File: config.mk
export PLATFORM = sky130hd
export DESIGN_NAME = load_store_unit
export DESIGN_NICKNAME = d
export VERILOG_FILES = /design/src/rtl/lsu_pkg.sv /design/src/rtl/lsu_align.sv /design/src/rtl/load_store_unit.sv
export SDC_FILE = /design/constraint.sdc
export NUM_CORES = 1
export LEC_CHECK = 0
export CORE_UTILIZATION = 45
export CTS_CLUSTER_DIAMETER = 120
export DETAILED_ROUTE_END_ITERATION = 16
export HOLD_SLACK_MARGIN = 0.02
export PLACE_DENSITY = 0.73
export SLEW_MARGIN = 20
export SYNTH_ARGS = -nofsm -noshare
export SYNTH_HDL_FRONTEND = slang
export SYNTH_SLANG_ARGS = --single-unit
File: constraint.sdc
create_clock -name clk -period 4.07 [get_ports clk]
set_clock_uncertainty 0.05 [all_clocks]
set_input_delay 0.814 -clock clk [delete_from_list [all_inputs] [get_ports clk]]
set_output_delay 0.814 -clock clk [all_outputs]
set_load 0.02 [all_outputs]
File: src/rtl/lsu_pkg.sv
// Shared encodings for the load/store unit: access sizes, FSM states and the
// alignment rule used at request acceptance.
package lsu_pkg;

  localparam logic [1:0] SIZE_B = 2'b00;
  localparam logic [1:0] SIZE_H = 2'b01;
  localparam logic [1:0] SIZE_W = 2'b10;
  localparam logic [1:0] SIZE_D = 2'b11;

  typedef enum logic [1:0] {
    IDLE   = 2'd0,
    ACCESS = 2'd1,
    WRITE  = 2'd2,
    RESP   = 2'd3
  } state_t;

  // An access is misaligned when the byte offset is not a multiple of 2^size.
  function automatic logic misaligned(input logic [1:0] size, input logic [2:0] offset);
    case (size)
      SIZE_H:  return offset[0];
      SIZE_W:  return |offset[1:0];
      SIZE_D:  return |offset;
      default: return 1'b0;
    endcase
  endfunction

endpackage

File: src/rtl/lsu_align.sv
// Lane extraction with sign/zero extension for loads, and byte-lane merge of
// store data into the current memory word for read-modify-write.
module lsu_align
  import lsu_pkg::*;
#(
  parameter int BITS = 64
) (
  input  logic [BITS-1:0] word,
  input  logic [BITS-1:0] wdata,
  input  logic [2:0]      offset,
  input  logic [1:0]      size,
  input  logic            is_unsigned,
  output logic [BITS-1:0] rdata,
  output logic [BITS-1:0] merged
);

  logic [5:0]      shamt;
  logic [BITS-1:0] lane;
  logic [BITS-1:0] mask;
  logic [BITS-1:0] lane_mask;

  always_comb begin
    shamt = {offset, 3'b000};
    lane  = word >> shamt;
    mask  = '1;
    rdata = lane;
    case (size)
      SIZE_B: begin
        mask  = {{(BITS-8){1'b0}}, 8'hFF};
        rdata = {{(BITS-8){~is_unsigned & lane[7]}}, lane[7:0]};
      end
      SIZE_H: begin
        mask  = {{(BITS-16){1'b0}}, 16'hFFFF};
        rdata = {{(BITS-16){~is_unsigned & lane[15]}}, lane[15:0]};
      end
      SIZE_W: begin
        mask  = {{(BITS-32){1'b0}}, 32'hFFFF_FFFF};
        rdata = {{(BITS-32){~is_unsigned & lane[31]}}, lane[31:0]};
      end
      default: begin
        mask  = '1;
        rdata = lane;
      end
    endcase
    // Only the addressed bytes take store data; the rest keep the memory value.
    lane_mask = mask << shamt;
    merged    = (word & ~lane_mask) | ((wdata << shamt) & lane_mask);
  end

endmodule

File: src/rtl/load_store_unit.sv
// Data-memory initiator: accepts one load/store at a time, drives a word-indexed
// memory from registered state, and returns a one-cycle response pulse.
module load_store_unit
  import lsu_pkg::*;
#(
  parameter  int BITS      = 64,
  parameter  int DEPTH     = 32,
  localparam int ADDR_BITS = $clog2(DEPTH*BITS/8),
  localparam int IDX_BITS  = $clog2(DEPTH)
) (
  input  logic                 clk,
  input  logic                 rst_n,
  input  logic                 req_valid,
  output logic                 req_ready,
  input  logic                 req_we,
  input  logic [1:0]           req_size,
  input  logic                 req_unsigned,
  input  logic [ADDR_BITS-1:0] req_addr,
  input  logic [BITS-1:0]      req_wdata,
  output logic                 rsp_valid,
  output logic                 rsp_err,
  output logic [BITS-1:0]      rsp_rdata,
  output logic [IDX_BITS-1:0]  mem_endr,
  output logic                 mem_we,
  output logic [BITS-1:0]      mem_din,
  input  logic [BITS-1:0]      mem_dout,
  output state_t               dbg_state
);

  // Handshake: a request transfers on a rising edge where req_valid && req_ready;
  // rsp_valid is a single-cycle pulse that the requester must take (no backpressure).

  state_t                 state, state_next;
  logic                   we_q, uns_q, err_q;
  logic [1:0]             size_q;
  logic [ADDR_BITS-1:0]   addr_q;
  logic [BITS-1:0]        wdata_q, rdata_q, merge_q;
  logic [BITS-1:0]        ext_rdata, merged;
  logic                   accept, req_misaligned, store_full;

  assign accept         = req_valid && (state == IDLE);
  assign req_misaligned = misaligned(req_size, req_addr[2:0]);
  assign store_full     = we_q && (size_q == SIZE_D);

  lsu_align #(.BITS(BITS)) u_align (
    .word        (mem_dout),
    .wdata       (wdata_q),
    .offset      (addr_q[2:0]),
    .size        (size_q),
    .is_unsigned (uns_q),
    .rdata       (ext_rdata),
    .merged      (merged)
  );

  always_comb begin
    state_next = state;
    case (state)
      IDLE:    if (req_valid) state_next = req_misaligned ? RESP : ACCESS;
      ACCESS:  state_next = (we_q && !store_full) ? WRITE : RESP;
      WRITE:   state_next = RESP;
      RESP:    state_next = IDLE;
      default: state_next = IDLE;
    endcase
  end

  always_ff @(posedge clk or negedge rst_n) begin
    if (!rst_n) begin
      state   <= IDLE;
      we_q    <= 1'b0;
      uns_q   <= 1'b0;
      err_q   <= 1'b0;
      size_q  <= SIZE_B;
      addr_q  <= '0;
      wdata_q <= '0;
      rdata_q <= '0;
      merge_q <= '0;
    end else begin
      state <= state_next;
      if (accept) begin
        we_q    <= req_we;
        uns_q   <= req_unsigned;
        size_q  <= req_size;
        addr_q  <= req_addr;
        wdata_q <= req_wdata;
        err_q   <= req_misaligned;
        rdata_q <= '0;
      end
      if (state == ACCESS && !we_q) rdata_q <= ext_rdata;
      if (state == ACCESS && we_q && !store_full) merge_q <= merged;
    end
  end

  // Memory and response outputs are decoded from registers only.
  always_comb begin
    req_ready = (state == IDLE);
    rsp_valid = (state == RESP);
    rsp_err   = (state == RESP) && err_q;
    rsp_rdata = (state == RESP) ? rdata_q : '0;
    mem_endr  = addr_q[ADDR_BITS-1:3];
    mem_we    = ((state == ACCESS) && store_full) || (state == WRITE);
    mem_din   = '0;
    if (state == WRITE) mem_din = merge_q;
    else if ((state == ACCESS) && store_full) mem_din = wdata_q;
  end

  assign dbg_state = state;

endmodule

==> run metrics <==
status complete, no violations; Final period util 95.1%; vias in the first global route 12,000; IO Pins 282; most numerous cell in the Yosys netlist mux2i_1; Tot GR Track Use 32.1%; layout cells sized above 1 17.3%; Worst VDD drop 0.000473 V; Crit. End Element primary output; DP Wirelength 35,400 microns; final hold vios 0; #FFs+latches synth 207; end-of-flow core utilization 59.9%; clock sink count 207; worst reg2reg setup slack 0.88 ns; fin worst setup slack 0.198 ns; Pwr Density 912 mW/mm^2; reg2reg end rdata_q[36]$_DFFE_PN0P_; syn avg cell area 10.1 sq um; syn_nets 1,468; Layout area overhead 30.1%; via count 11,800; grt total ovfl 0; CP arrival 3.01 ns; IO Port Bufs 281; Post-synth EDFFs 0; yosys warns 0; CP endpoint mem_din[33]; Worst-Margin Slew 1.05 ns; worst slack, placed 0.286 ns; die extent in y 174 microns; H-tree depth 1; Synth area leader dfrtp_1; worst r2r src addr_q[1]$_DFFE_PN0P_; Via density 6.07; Finished Cell Area 0.0173 sq mm; Reg area 0.00519 sq mm; initial antenna violation count 3; # DRC 0; ys async rst share 100%; setup bufs post-CTS 0; Routability Congestion 0.928; endpoints failing setup 0; Root Buffer clkbuf_16; global-route wire length before repair 73,800 microns; HP Class in -> async; Routed WL 48,600 microns; post-synthesis sequential area ratio 39.0%; Skew-Pair Late Insertion Delay 0.53 ns; pin count of the biggest net entering global routing 114; multi-input logic area 0.00763 sq mm; worst-case reg-to-reg path depth 5; worst-path maximum fanout 37; total power 15.8 mW; # fillers 2,458; Placed Area 0.0164 sq mm; Static Leak 7.28 nW; Final Net Count 1,684; Distinct cells, synth 48; clock transition at the registers of the reported paths 0.05 ns; DRT antenna net count 0; post-synthesis cell area 0.0133 sq mm; Achievable Freq 258 MHz; Critical Path Start Type flop; post-cts hold buffer count 0; Core Box Area 0.0289 sq mm; chip width 174 microns; CTS Buffer Depth 3; WP data required 3.21 ns; drt wl/cell 25.1 microns; Setup TNS Final 0 ns; share of the synthesized area in the top cell type 39.0%; CTS tree built; min Tclk post-route 3.87 ns; router iterations before antenna repair 5; Syn Inst Count 1,321; RSZ-0062 raised after global routing no; WS Path Type reg -> out; Initial Util 46.1%; Final Max Slew Viols 0; ys flop type dfrtp_1; slew margin rel. 29.7%; Synth top cells by count mux2i_1 (216), dfrtp_1 (207), mux2_2 (124), o21ai_0 (119), nand2_1 (116); max-cap violation count 0; num rows 62; CP startpoint dbg_state[1]$_DFFE_PN0P_; CTS buffer count 24; top cells by area, synth dfrtp_1 (39%), mux2i_1 (16%), mux2_2 (11%), o21ai_0 (4.5%), nand2_1 (3.3%); 1st-iter DRT viols 1,209; DIE AREA 0.0302 sq mm
[state kept, by name (all words and copies together) (netlist names)]
register and cells:
uns_q 1, merge_q 64, wdata_q 64, size_q 2, err_q 1, dbg_state 2
rdata_q 64, addr_q 8, we_q 1
[layout by cell type (no fill, tap or decap), drive strengths merged, types with 29 or more instances in the layout]
cell	n
mux2i	216
a21oi	54
mux2	124
and2	66
buf	29
clkbuf	34
o21ai	119
a221o	48
dfrtp	207
nor2	105
clkdlybuf4s50	280
nand2	116
[cell families (layout without fill, tap and decap cells)]
group / after synthesis / in the layout / share of synthesized area [%]
mux: 357 / 357 / 29.6
buf+inv: 127 / 358 / 4.38
fa+ha+maj: 4 / 4 / 0.376
compound gates: 304 / 305 / 15.6
flops: 207 / 207 / 39.0
other cells: 0 / 1 / 0
simple gates: 322 / 322 / 11.1
[metrics by stage]
stage / hold WS, ns / instances
2_1_floorplan: 0.392 / 1321
3_3_place_gp: 0.411 / 1894
3_5_place_dp: 0.421 / 1894
4_1_cts: 0.417 / 1937
5_1_grt: 0.454 / 1938
6_report: 0.390 / 1938
[routing by layer]
metal / vias to the layer above / wire (microns) / global-route usage [%]
li1: 5235 / - / -
met3: 119 / 4660 / 7.44
met2: 621 / 21700 / 49.8
met4: 2 / 1950 / 11.5
met5: - / 11 / 0
met1: 5786 / 20300 / 43.8
[cell type report]
cell class                 count  area share (%)
multi-input combinational    988            44.1
sequential                   207            30.0
timing repair buffer         310            17.8
clock buffer                  33            4.02
tap                          384            2.78
clock inverter                 9            1.13
inverter                       6           0.137
antenna                        1          0.0145
[worst min-delay path by stage]
stage                                        from                      end  cells past startpoint
after floorplan                 err_q$_DFFE_PN0P_        err_q$_DFFE_PN0P_                      2
after global placement     merge_q[4]$_DFFE_PN0P_   merge_q[4]$_DFFE_PN0P_                      2
after detailed placement  merge_q[62]$_DFFE_PN0P_  merge_q[62]$_DFFE_PN0P_                      2
after CTS                                   rst_n         we_q$_DFFE_PN0P_                      1
after global routing       merge_q[2]$_DFFE_PN0P_   merge_q[2]$_DFFE_PN0P_                      2
final                                       rst_n  wdata_q[20]$_DFFE_PN0P_                      1
[power by group]
group	total [mW]	switching (mW)	internal, mW	leakage, nW
clock network	2.46	0.894	1.57	0.438
logic	8.95	4.83	4.12	4.28
registers	4.37	1.39	2.98	2.56
[worst max-delay path, stage by stage (launching register included)]
cell             delay [ns]
dfrtp_1                0.44
inv_1                  0.11
ha_1                   0.29
a31oi_4                0.51
buf_4                  0.45
nor2_1                 0.12
clkdlybuf4s50_1        0.56
[timing repair]
action	CTS	global route
setup endpoints to repair	40	29
gates resized for setup	3	1
pin swaps	1	1
gates cloned	1	0
Power figures use the tool's default switching activity.
